## config.mk

```make
export PLATFORM = sky130hd
export DESIGN_NAME = spike_window_counter
export DESIGN_NICKNAME = d
export VERILOG_FILES = /design/src/rtl/spike_window_counter_pkg.sv /design/src/rtl/spike_popcount.sv /design/src/rtl/spike_window_counter.sv
export SDC_FILE = /design/constraint.sdc
export NUM_CORES = 1
export LEC_CHECK = 0
export CAP_MARGIN = 20
export CELL_PAD_IN_SITES_DETAIL_PLACEMENT = 1
export CELL_PAD_IN_SITES_GLOBAL_PLACEMENT = 2
export CORE_AREA = 2 2 164 182
export DETAILED_ROUTE_END_ITERATION = 7
export DIE_AREA = 0 0 166 184
export GPL_ROUTABILITY_DRIVEN = 0
export GPL_TIMING_DRIVEN = 0
export PLACE_DENSITY_LB_ADDON = 0.2
export SYNTH_ARGS = -nofsm -noshare
export SYNTH_HDL_FRONTEND = slang
export SYNTH_SLANG_ARGS = --single-unit
```

## constraint.sdc

```tcl
create_clock -name clk -period 13.9 [get_ports clk]
set_input_delay 2.085 -clock clk [delete_from_list [all_inputs] [get_ports clk]]
set_output_delay 2.085 -clock clk [all_outputs]
set_load 0.1 [all_outputs]
```

## src/rtl/spike_window_counter_pkg.sv

```systemverilog
// Shared definitions for the spike window counter: FSM encoding, output width
// and a constant-evaluable clog2 helper used to size pointers and counters.
package spike_window_counter_pkg;

    localparam int OUT_W = 32;

    typedef enum logic [1:0] {
        ST_INIT = 2'd0,
        ST_FILL = 2'd1,
        ST_RUN  = 2'd2
    } state_t;

    function automatic int clog2(input int value);
        int result;
        int v;
        result = 0;
        v      = value - 1;
        while (v > 0) begin
            result++;
            v = v >> 1;
        end
        return result;
    endfunction

endpackage

```

## src/rtl/spike_popcount.sv

```systemverilog
// Combinational population count of the spike lines active in one clock cycle.
module spike_popcount
    import spike_window_counter_pkg::*;
#(
    parameter  int NUM_CH = 8,
    localparam int PC_W   = clog2(NUM_CH + 1)
) (
    input  logic [NUM_CH-1:0] spikes,
    output logic [PC_W-1:0]   count
);

    always_comb begin
        count = '0;
        for (int i = 0; i < NUM_CH; i++) begin
            count = count + PC_W'(spikes[i]);
        end
    end

endmodule

```

## src/rtl/spike_window_counter.sv

```systemverilog
// Sliding-window spike counter: per-tick spike totals go into a WIN-entry ring and a
// running sum of the ring is published one cycle after every accepted tick.
module spike_window_counter
    import spike_window_counter_pkg::*;
#(
    parameter int NUM_CH = 8,
    parameter int WIN    = 16,
    parameter int CNT_W  = 16
) (
    input  logic              clk,
    input  logic              reset,
    input  logic              i_tick,
    input  logic [NUM_CH-1:0] i_spikes,
    input  logic              i_clear,
    output logic [OUT_W-1:0]  o_spike_cnt,
    output logic              o_cnt_valid,
    output logic              o_window_full,
    output logic              o_sat,
    output logic              o_tick_drop,
    output state_t            o_state
);

    localparam int PTR_W = clog2(WIN);
    localparam int PC_W  = clog2(NUM_CH + 1);
    localparam int SUM_W = CNT_W + PTR_W;
    localparam int ADD_W = ((CNT_W > PC_W) ? CNT_W : PC_W) + 1;
    localparam logic [PTR_W-1:0] LAST    = PTR_W'(WIN - 1);
    localparam logic [ADD_W-1:0] ACC_MAX = ADD_W'({CNT_W{1'b1}});

    state_t           state;
    logic [PTR_W-1:0] init_ptr;
    logic [PTR_W-1:0] wr_ptr;
    logic [CNT_W-1:0] acc;
    logic [SUM_W-1:0] sum;
    logic [PC_W-1:0]  pc;
    logic [ADD_W-1:0] acc_sum;
    logic             clamp;
    logic [CNT_W-1:0] slot;
    logic [CNT_W-1:0] old_entry;
    logic [SUM_W-1:0] sum_next;
    logic             tick_take;
    logic [CNT_W-1:0] ring [WIN];

    spike_popcount #(.NUM_CH(NUM_CH)) u_popcount (
        .spikes (i_spikes),
        .count  (pc)
    );

    // Spikes coincident with a tick are folded into the slot that tick closes.
    // The subtraction may wrap mid-expression but the final sum is always in range.
    always_comb begin
        acc_sum   = ADD_W'(acc) + ADD_W'(pc);
        clamp     = acc_sum > ACC_MAX;
        slot      = clamp ? {CNT_W{1'b1}} : acc_sum[CNT_W-1:0];
        old_entry = ring[wr_ptr];
        sum_next  = sum + SUM_W'(slot) - SUM_W'(old_entry);
        tick_take = (state != ST_INIT) && i_tick && !i_clear;
    end

    always_ff @(posedge clk) begin
        if (!reset) begin
            if (state == ST_INIT) begin
                ring[init_ptr] <= '0;
            end else if (tick_take) begin
                ring[wr_ptr] <= slot;
            end
        end
    end

    always_ff @(posedge clk) begin
        if (reset) begin
            state         <= ST_INIT;
            init_ptr      <= '0;
            wr_ptr        <= '0;
            acc           <= '0;
            sum           <= '0;
            o_cnt_valid   <= 1'b0;
            o_window_full <= 1'b0;
            o_sat         <= 1'b0;
            o_tick_drop   <= 1'b0;
        end else begin
            o_cnt_valid <= 1'b0;
            case (state)
                ST_INIT: begin
                    if (i_clear) begin
                        init_ptr <= '0;
                    end else begin
                        if (i_tick) o_tick_drop <= 1'b1;
                        if (init_ptr == LAST) begin
                            init_ptr <= '0;
                            state    <= ST_FILL;
                        end else begin
                            init_ptr <= init_ptr + PTR_W'(1);
                        end
                    end
                end
                default: begin
                    if (i_clear) begin
                        state         <= ST_INIT;
                        init_ptr      <= '0;
                        wr_ptr        <= '0;
                        acc           <= '0;
                        sum           <= '0;
                        o_window_full <= 1'b0;
                    end else begin
                        if (clamp) o_sat <= 1'b1;
                        if (i_tick) begin
                            sum         <= sum_next;
                            acc         <= '0;
                            o_cnt_valid <= 1'b1;
                            wr_ptr      <= (wr_ptr == LAST) ? '0 : wr_ptr + PTR_W'(1);
                            // wr_ptr wraps exactly when the WIN-th slot since INIT closes
                            if (state == ST_FILL && wr_ptr == LAST) begin
                                state         <= ST_RUN;
                                o_window_full <= 1'b1;
                            end
                        end else begin
                            acc <= slot;
                        end
                    end
                end
            endcase
        end
    end

    assign o_spike_cnt = OUT_W'(sum);
    assign o_state     = state;

endmodule

```

==> results.ini, run 1 <==
[outcome]
status=completed

[worst_setup_path]
timing.reg2reg.setup_slack_ns=8.55
arrival_ns=9.35
critPathTopFamily=adder cells
crit_buf_inv=4
start_kind=input port
cp.required_ns=14.30
worstSetupPathType=in -> reg
critPathMaxStageDelay_ns=0.53
worst_path_most_repeated_cell=fa_1
slowest_stage=fa_1
path_max_fanout=10
cp-end-kind=flop
r2r_end=sum[12]
rr_worst_depth=15

[layout]
register_area_sq_um=8768
fin_nets=1080
insertedDiodeCount=0
area_growth_pct=16.87
multi_input_area_sq_um=4631
drive_gt1_frac=0.2029
utilization=0.5678
fillers=2720

[cts]
clkLatencyLatePin_ns=0.53
ctsLongestPathBuffers=3
htreeDepth=2
cts_tree=done
cts_sinks=310
cts_resized=0
ctsHoldBuffers=0
post_cts_buffers=0
cts_buffers=34
clockRootBuffer=clkbuf_16
path_clk_slew_ns=0.06

[floorplan]
dieArea_sq_um=30540
initial_utilization=0.4859
die_w_microns=166
coreArea_sq_um=28550
rows=65
ios=50
fp.dieH_microns=184

[hold_path]
worstHoldStart=acc[0]
hold_path_class=reg -> reg
min_to=acc[0]
holdPathStages=2

[grt]
grt_pass1_vias=8529
grt.total_usage=0.2460
grt_max_degree=17
antenna_found_initial=0
grt.overflow.total=0
grt_first_pass_wirelength_microns=54940

[timing]
rsz0062_at_grt=false
post-route-period-util=0.6438
period_minus_slack_ns=8.949
fin_skew_ns=0.01571
finalSetupTns_ns=0
tightest_slew_ns=1.013
slew_violations=0
max_slew_margin=0.3222
hold_violations=0
clock.fmax_ghz=0.1117
setup_viol=0

[power]
power.leakage_nw=5.539
power_mw=2.020
powerDensity_nw_per_um2=124.6
irDropWorstVdd_uv=120.9

[synth]
yosys_warnings=0
yosysMostFrequentCell=edfxtp_1
synthTopCellsByCount=edfxtp_1 (256), mux4_2 (80), inv_1 (70), nor2_1 (68), nand2_1 (56)
synth_area_leaders=edfxtp_1 (55%), mux4_2 (13%), dfxtp_1 (7.8%), fa_1 (3.0%), ha_1 (2.6%)
syn_area_sq_um=13870
yosys_register_bits=310
syn_avg_cell_area_sq_um=15.26
synth_top_area_cell=edfxtp_1
yosysSeqAreaShare=0.6322
synth_top_cell_area_share=0.5543
ys_types=67
synthFlopType=edfxtp_1
async_flop_share=0
synthCells=909
synth_edf_count=256

[detailed_routing]
routed-via-count=8105
wl_microns=36290
dr.pass1.iters=5
vias_per_cell=5.756
post-route-drc-count=0
ant_nets=0
drtIter0Drc=641
wire_per_inst_microns=25.77

[place]
port_buffers=37
hpwlAfterDp_microns=25440

[flow_run]
maxCapViolCount=0

[worst reg2reg max path: cells and delay by family (launching register included)]
| family | cells | cell delay [ns] |
|---|---|---|
| buffers and inverters | 3 | 1.24 |
| adders and majority gates | 3 | 1.07 |
| muxes | 2 | 0.98 |
| AOI/OAI and AO/OA | 4 | 0.79 |
| and+or+nand+nor | 2 | 0.53 |
| xor gates and xnor gates | 1 | 0.32 |
| DFF | 1 | 0.31 |
[power breakdown]
part,switching (mW),internal (mW)
Sequential,0.00187,0.997
Clock,0.371,0.513
Combinational,0.0859,0.0513
Total,0.459,1.56
[area by class of cell]
class,instances,area share
Timing Repair Buffer,62,0.04431
Inverter,71,0.01644
Multi-Input combinational cell,492,0.2857
Sequential cell,310,0.5409
Tap cell,368,0.02841
Buffer,47,0.01760
Clock inverter,16,0.01227
Clock buffer,42,0.05434
[cell usage in the layout (no fill, tap or decap), drive strengths merged, types with 4 or more instances in the layout]
cell type      instances
a211oi                 7
a21o                  10
a21oi                 29
a31oi                  9
and3                   7
buf                   53
clkbuf                61
clkdlybuf4s50         37
clkinv                10
conb                  12
dfxtp                 54
edfxtp               256
fa                    21
ha                    29
inv                   74
mux4                  80
nand2                 56
nand2b                 4
nand3                 19
nand4                  4
nor2                  69
nor2b                  4
nor3                   9
nor3b                  6
o21ai                 47
or2                    4
or3                    4
xnor2                 11
xor2                  13
[through the flow]
step / instances / hold slack (ns) / instance area, sq um / setup slack (ns)
5_1_grt: 1408 / 0.4894 / 16210 / 4.605
3_3_place_gp: 1325 / 0.4445 / 14740 / 4.423
2_1_floorplan: 920 / 0.4315 / 13910 / 5.857
6_report: 1408 / 0.4539 / 16210 / 4.951
4_1_cts: 1399 / 0.4584 / 16110 / 4.949
3_5_place_dp: 1341 / 0.4502 / 15030 / 4.428
[worst max path at each step]
stage | slack [ns] | from | end | cells after the start
3_3_place_gp | 4.42 | i_spikes[0] | sum[12] | 25
5_1_grt | 4.60 | i_spikes[1] | sum[12] | 25
6_report | 4.95 | i_spikes[0] | sum[12] | 25
4_1_cts | 4.95 | i_spikes[0] | sum[12] | 25
3_5_place_dp | 4.43 | i_spikes[0] | sum[12] | 25
2_1_floorplan | 5.86 | i_spikes[0] | sum[12] | 22
[routing by layer]
metal,wire (microns),vias to the layer above,part of all wire,global-route usage
li1,-,3624,-,-
met1,14980,4165,0.41,0.3209
met2,18280,230,0.50,0.4202
met3,1615,86,0.045,0.03358
met4,1417,0,0.039,0.1005
met5,0,-,0,0
[registers in the layout, indices dropped and copies added, names as in the netlist, named ones only]
name           cells
wr_ptr             4
init_ptr           4
o_tick_drop        1
sum               20
ring             256
o_cnt_valid        1
o_sat              1
o_window_full      1
o_state            2
acc               16
[logic make-up after synthesis]
kind of cell / count (synthesis) / share of synthesized area
DFF: 310 / 0.6322
and+or+nand+nor: 195 / 0.06558
AOI/OAI and AO/OA: 128 / 0.05846
buffers and inverters: 118 / 0.03978
muxes: 83 / 0.1321
adders and majority gates: 50 / 0.05647
xor gates and xnor gates: 24 / 0.01516
other: 1 / 0.0002704
Power figures use the tool's default switching activity.
==> inputs of run 2 (changes only) <==
- CORE_AREA: 2 2 164 182 -> 2 2 171 190
- DIE_AREA: 0 0 166 184 -> 0 0 173 192
- clock period: 13.9 -> 8.5 ns (I/O delays scaled with it)
==> run 2 against run 1 <==
  * Combinational power increased by 64%
  * Global-route usage fell by 2.3 points
  * Non-clock buffer count stayed put
  * Highest routed layer unchanged
  * Die area is 8.7% higher
  * Critical path type unchanged
  * Cell count rose by 3.9%
  * Via count is 0.25% lower
  * Sequential cell count unchanged
  * Setup slack got worse by 4.4 ns
  * Clock skew rose by 0.0045 ns
  * Hold slack gained 0.0015 ns
  * Register-to-register slack lost 5.3 ns
  * Wire length is 0.13% higher
==> results.ini, run 2 (synthesis results as in run 1) <==
[outcome]
status=completed

[layout]
insertedDiodeCount=0  ; unchanged
top_regs=ring x256, sum x20, acc x16
final_cell_mix=edfxtp_1 (256), mux4_2 (80), inv_1 (70), nand2_1 (56), dfxtp_1 (54)
largest_reg_flops=256  ; unchanged
area_growth_pct=18.50
largest_register=ring
stdcell_count=1463  ; +3.9%
fin_nets=1080  ; unchanged
utilization=0.5278  ; -0.04002
final_common_cell=edfxtp_1
drive_gt1_frac=0.2119  ; +0.009004
fin_area_sq_um=16440  ; +1.4%

[grt]
grt_busiest_layer=met2
grt_max_degree=17  ; unchanged
grt_pass1_vias=8502  ; -0.32%
antenna_found_initial=0  ; unchanged
grt.overflow.total=0  ; unchanged
met1_usage=0.2862  ; -0.03471
grt.total_usage=0.2233  ; -0.02273
use_met2=0.3980  ; -0.02225
grt_first_pass_wirelength_microns=54400  ; -0.98%
use_met3=0.02989  ; -0.003695

[cts]
cts_buffers=34  ; unchanged
cts_sinks=310  ; unchanged
path_clk_slew_ns=0.06  ; about the same
ctsLongestPathBuffers=3  ; unchanged
clkLatencyLatePin_ns=0.52  ; about the same
post_cts_buffers=0  ; unchanged
cts_resized=0  ; unchanged
ctsHoldBuffers=0  ; unchanged
clockRootBuffer=clkbuf_16
cts_tree=done
htreeDepth=2  ; unchanged

[worst_setup_path]
arrival_ns=8.39  ; -0.96 ns
worstSetupPathType=in -> reg
cp.required_ns=8.90  ; -5.40 ns
path_max_fanout=10  ; unchanged
start_kind=input port
r2r_end=sum[19]
rr_worst_depth=14  ; -1
timing.reg2reg.setup_slack_ns=3.25  ; -5.30 ns
cp-end-kind=flop

[power]
pwr-share-seq=0.468  ; -0.026
p_int_mw=2.734  ; +75%
power.switching_uw=758.4  ; +65%
clock_power_share=0.468  ; +0.030
swShare=0.2172  ; -0.01001
power_mw=3.492  ; +73%
powerDensity_nw_per_um2=212.5  ; +70%
irDropWorstVdd_uv=184.8  ; +53%
power.leakage_nw=5.612  ; +1.3%
p_comb_frac=0.064  ; -0.004

[floorplan]
initial_utilization=0.4454  ; -0.04047
coreArea_sq_um=31140  ; +9.1%
fp.dieH_microns=192  ; +4.3%
die_w_microns=173  ; +4.2%
ios=50  ; unchanged
dieArea_sq_um=33220  ; +8.7%
rows=68  ; +4.6%

[detailed_routing]
wl_microns=36340  ; +0.13%
ant_nets=0  ; unchanged
vias_per_cell=5.526  ; -4.0%
wire_per_inst_microns=24.84  ; -3.6%
drtIter0Drc=591  ; -7.8%
routed-via-count=8085  ; -0.25%
dr.pass1.iters=5  ; unchanged
post-route-drc-count=0  ; unchanged

[hold_path]
min_to=acc[0]
holdPathStages=2  ; unchanged
hold_path_class=reg -> reg
worstHoldStart=acc[0]

[timing]
hold_violations=0  ; unchanged
finalSetupTns_ns=0  ; unchanged
setup_viol=0  ; unchanged
fin_skew_ns=0.02018  ; +0.004468 ns
max_slew_margin=0.2915  ; -0.03070
rsz0062_at_grt=false
post-route-period-util=0.9409
clock.fmax_ghz=0.1250
slew_violations=0  ; unchanged
period_minus_slack_ns=7.997
tightest_slew_ns=1.059  ; +0.04531 ns

[place]
dpl_cell_area_sq_um=15090  ; +0.35%
placed_cells=1393  ; +3.9%
hpwlAfterDp_microns=25590  ; +0.60%
port_buffers=37  ; unchanged

[flow_run]
maxCapViolCount=0  ; unchanged

==> run 2: changes by cell type in the layout (fill, tap and decap cells not counted), moves of 2 or more <==
cell        before  now
clkinv_2         2    4
clkinv_1         7    4
clkinvlp_4       0    3
clkbuf_1        22   18
inv_6            3    0
bufinv_16        3    8
clkbuf_8         4    8
clkinv_8         0    2
==> run 2: metrics by stage <==
step | hold WS (ns) | setup slack (ns)
6_report | 0.4554 | 0.5028
5_1_grt | 0.4991 | 0.1208
4_1_cts | 0.4612 | 0.4053
3_5_place_dp | 0.4528 | -0.1072
3_3_place_gp | 0.4449 | -0.1059
2_1_floorplan | 0.4315 | 1.267
==> run 2: power by group through the flow <==
stage               sequential, mW  combinational (mW)  clock [mW]
CTS                           1.63               0.229        1.66
detailed placement            1.67               0.227           0
finish                        1.63               0.225        1.63
floorplan                     1.67               0.163           0
global route                  1.63               0.249        1.71
global placement              1.67               0.222           0
==> run 2: area by class of cell <==
cell class	instances	area, sq um
Fill cell	3034	14700
Multi-Input combinational cell	492	4631
Sequential cell	310	8768
Timing Repair Buffer	62	714.4
Tap cell	420	525.5
Inverter	71	266.5
Clock buffer	41	918.4
Buffer	47	285.3
Clock inverter	20	326.6
==> run 2: metal layers <==
layer | part of all wire | vias up | routed length, microns
met2 | 0.52 | 194 | 18760
met4 | 0.027 | 0 | 984
met5 | 0 | - | 0
li1 | - | 3631 | -
met1 | 0.41 | 4206 | 14920
met3 | 0.046 | 54 | 1673
==> run 2: worst max-delay path, stage by stage <==
cell	delay, ns
clkdlybuf4s50_1	0.40
ha_1	0.27
inv_1	0.04
fa_1	0.51
fa_1	0.43
fa_1	0.42
fa_1	0.53
fa_1	0.46
nor2b_1	0.14
o21ai_0	0.12
a21o_1	0.31
nor3_2	0.50
buf_4	0.29
nor2_1	0.09
ha_1	0.29
inv_1	0.04
ha_1	0.26
fa_1	0.47
a211oi_2	0.35
nor3_1	0.12
or3_1	0.42
a31o_1	0.24
a21oi_2	0.15
xor2_1	0.17
o21ai_1	0.07
==> run 2: worst max-delay path by stage <==
| stage | startpoint | endpoint | slack (ns) | cells after the start |
|---|---|---|---|---|
| after floorplan | i_spikes[0] | sum[12] | 1.27 | 22 |
| after global placement | i_spikes[0] | sum[12] | -0.11 | 25 |
| after detailed placement | i_spikes[0] | sum[12] | -0.11 | 25 |
| after CTS | i_spikes[0] | sum[12] | 0.41 | 25 |
| after global routing | i_spikes[0] | sum[19] | 0.12 | 23 |
| final | i_spikes[0] | sum[12] | 0.50 | 25 |
==> inputs of run 3 (changes only) <==
- ABC_AREA: unset -> 1
- CORE_AREA: 2 2 171 190 -> 2 2 183 203
- DIE_AREA: 0 0 173 192 -> 0 0 185 205
- REMOVE_ABC_BUFFERS: unset -> 1
- SETUP_SLACK_MARGIN: unset -> 0.2
==> run 3 against run 2 <==
  * Clock skew shrank 0.0084 ns
  * Critical endpoint is now sum[16]
  * Synthesized area increased by 4.5%
  * Clock power decreased by 9.8%
==> results.ini, run 3 <==
[timing]
rsz0062_at_grt=false
fin_skew_ns=0.01177  ; -0.008407 ns
setup_slack_ns=1.374  ; +0.8709 ns
clock.fmax_ghz=0.1403  ; +12%
hold-worst-slack_ns=0.4617  ; +0.006279 ns
slew_violations=0  ; unchanged
post-route-period-util=0.8384  ; -0.1025
setup_viol=0  ; unchanged
period_minus_slack_ns=7.126  ; -0.8709 ns
tightest_slew_ns=1.101  ; +0.04179 ns
hold_violations=0  ; unchanged
max_slew_margin=0.2653  ; -0.02626
finalSetupTns_ns=0  ; unchanged

[layout]
utilization=0.4687  ; -0.05915
fin_nets=1520  ; +41%
stdcell_count=1969  ; +35%
register_area_sq_um=8777  ; about the same
multi_input_area_sq_um=4900  ; +5.8%
largest_register=ring
largest_reg_flops=256  ; unchanged
fin_area_sq_um=16780  ; +2.1%
top_regs=ring x256, sum x20, acc x16
area_growth_pct=15.77
insertedDiodeCount=0  ; unchanged
fillers=3984  ; +31%
drive_gt1_frac=0.08030  ; -0.1316
final_cell_mix=edfxtp_1 (256), nand2_1 (255), nor2_1 (184), inv_1 (146), o21ai_0 (140)
final_common_cell=edfxtp_1

[cts]
cts_resized=0  ; unchanged
path_clk_slew_ns=0.06  ; about the same
ctsLongestPathBuffers=3  ; unchanged
htreeDepth=2  ; unchanged
cts_buffers=34  ; unchanged
cts_sinks=310  ; unchanged
clockRootBuffer=clkbuf_16
clkLatencyLatePin_ns=0.52  ; about the same
cts_tree=done
post_cts_buffers=0  ; unchanged
ctsHoldBuffers=0  ; unchanged

[flow_run]
maxCapViolCount=0  ; unchanged

[synth]
synthTopCellsByCount=edfxtp_1 (256), nand2_1 (255), nor2_1 (200), inv_1 (147), o21ai_0 (140)
syn_avg_cell_area_sq_um=10.19  ; -33%
syn_area_sq_um=14490  ; +4.5%
synth_edf_count=256  ; unchanged
synth_top_cell_area_share=0.5304  ; -0.02388
yosys_warnings=0  ; unchanged
synthCells=1422  ; +56%
yosysMostFrequentCell=edfxtp_1
synth_top_area_cell=edfxtp_1
synthFlopType=edfxtp_1
yosysSeqAreaShare=0.6050  ; -0.02723
ys_types=43  ; -36%
async_flop_share=0  ; unchanged
yosys_register_bits=310  ; unchanged
synth_area_leaders=edfxtp_1 (53%), dfxtp_1 (7.5%), nand2_1 (6.6%), nor2_1 (5.2%), o21ai_0 (4.8%)

[worst_setup_path]
path_max_fanout=7  ; -3
cp-end-kind=flop
arrival_ns=7.54  ; -0.85 ns
start_kind=input port
worstSetupPathType=in -> reg
cp.required_ns=8.91  ; about the same

[detailed_routing]
ant_nets=0  ; unchanged
wire_per_inst_microns=21.08  ; -15%
post-route-drc-count=0  ; unchanged
wl_microns=41500  ; +14%
dr.pass1.iters=5  ; unchanged
routed-via-count=10425  ; +29%
drtIter0Drc=666  ; +13%
vias_per_cell=5.295  ; -4.2%

[power]
power.leakage_nw=6.135  ; +9.3%
irDropWorstVdd_uv=109.0  ; -41%
clock_power_share=0.438  ; -0.030
power.switching_uw=785.1  ; +3.5%
power_mw=3.350  ; -4.1%
swShare=0.2343  ; +0.01717
pwr-share-seq=0.488  ; +0.020
p_int_mw=2.565  ; -6.2%
powerDensity_nw_per_um2=199.7  ; -6.0%
p_comb_frac=0.074  ; +0.010

[grt]
grt_max_degree=93  ; +76
grt.total_usage=0.2270  ; +0.003744
grt_first_pass_wirelength_microns=63980  ; +18%
antenna_found_initial=0  ; unchanged
grt_pass1_vias=11160  ; +31%
grt.overflow.total=0  ; unchanged

[floorplan]
fp.dieH_microns=205  ; +6.8%
initial_utilization=0.4048  ; -0.04059
coreArea_sq_um=35800  ; +15%
rows=73  ; +7.4%
dieArea_sq_um=37930  ; +14%
ios=50  ; unchanged
die_w_microns=185  ; +6.9%

[place]
dp_worst_setup_slack_ns=0.7902  ; +0.8974 ns
hpwlAfterDp_microns=27720  ; +8.3%
port_buffers=37  ; unchanged
placed_cells=1907  ; +37%
dpl_cell_area_sq_um=15660  ; +3.8%

[outcome]
status=completed

[hold_path]
hold_path_class=reg -> reg

## run 3: per-layer routing
metal,up-vias,GRT usage,share of wire
li1,4952,-,-
met3,75,0.02756,0.031
met2,184,0.4028,0.50
met1,5214,0.2874,0.44
met5,-,0,0
met4,0,0.07370,0.029
## run 3: final cells by class
class	instances	share of cell area
Clock buffer	43	0.05458
Clock inverter	17	0.01066
Inverter	154	0.03467
Multi-Input combinational cell	899	0.2920
Sequential cell	310	0.5231
Tap cell	487	0.03631
Timing Repair Buffer	59	0.04869
## run 3: final timing paths
check / cells after the start / startpoint / slack (ns) / end
worst max register to register: 14 / flop / 3.95 / sum[16]
worst min register to register: 2 / o_tick_drop / 0.46 / o_tick_drop
worst max-delay path: 25 / i_spikes[0] / 1.37 / sum[16]
worst min-delay path: 2 / o_tick_drop / 0.46 / o_tick_drop
## run 3: power by group through the flow
stage / registers (mW) / clock network, mW / logic, mW
after floorplan: 1.67 / 0 / 0.163
after global placement: 1.67 / 0 / 0.240
after detailed placement: 1.67 / 0 / 0.247
after CTS: 1.64 / 1.50 / 0.249
after global routing: 1.64 / 1.54 / 0.273
final: 1.64 / 1.47 / 0.248
## run 3: cell families after synthesis
logic type / count (synthesis) / share of synthesized area
buf+inv: 224 / 0.06259
xor+xnor: 5 / 0.003022
flops: 310 / 0.6050
fa+ha+maj: 50 / 0.05404
simple gates: 565 / 0.1632
compound gates: 267 / 0.1119
other cells: 1 / 0.0002587
## run 3: worst max-delay path, cell delays in order
cell and delay [ns]:
clkdlybuf4s50_1 0.40, ha_1 0.28, inv_1 0.04, fa_1 0.49, fa_1 0.43, fa_1 0.42
fa_1 0.51, fa_1 0.46, inv_1 0.08, nand3_1 0.10, nand2_1 0.15, nand2_2 0.12
nor3b_4 0.51, nor2_2 0.13, fa_1 0.54, inv_1 0.07, fa_1 0.59, nand3_1 0.13
nand3_1 0.16, nand2_1 0.10, nand2_1 0.15, nand2_1 0.13, nand3b_1 0.09, nand3_1 0.11
nand2_1 0.06
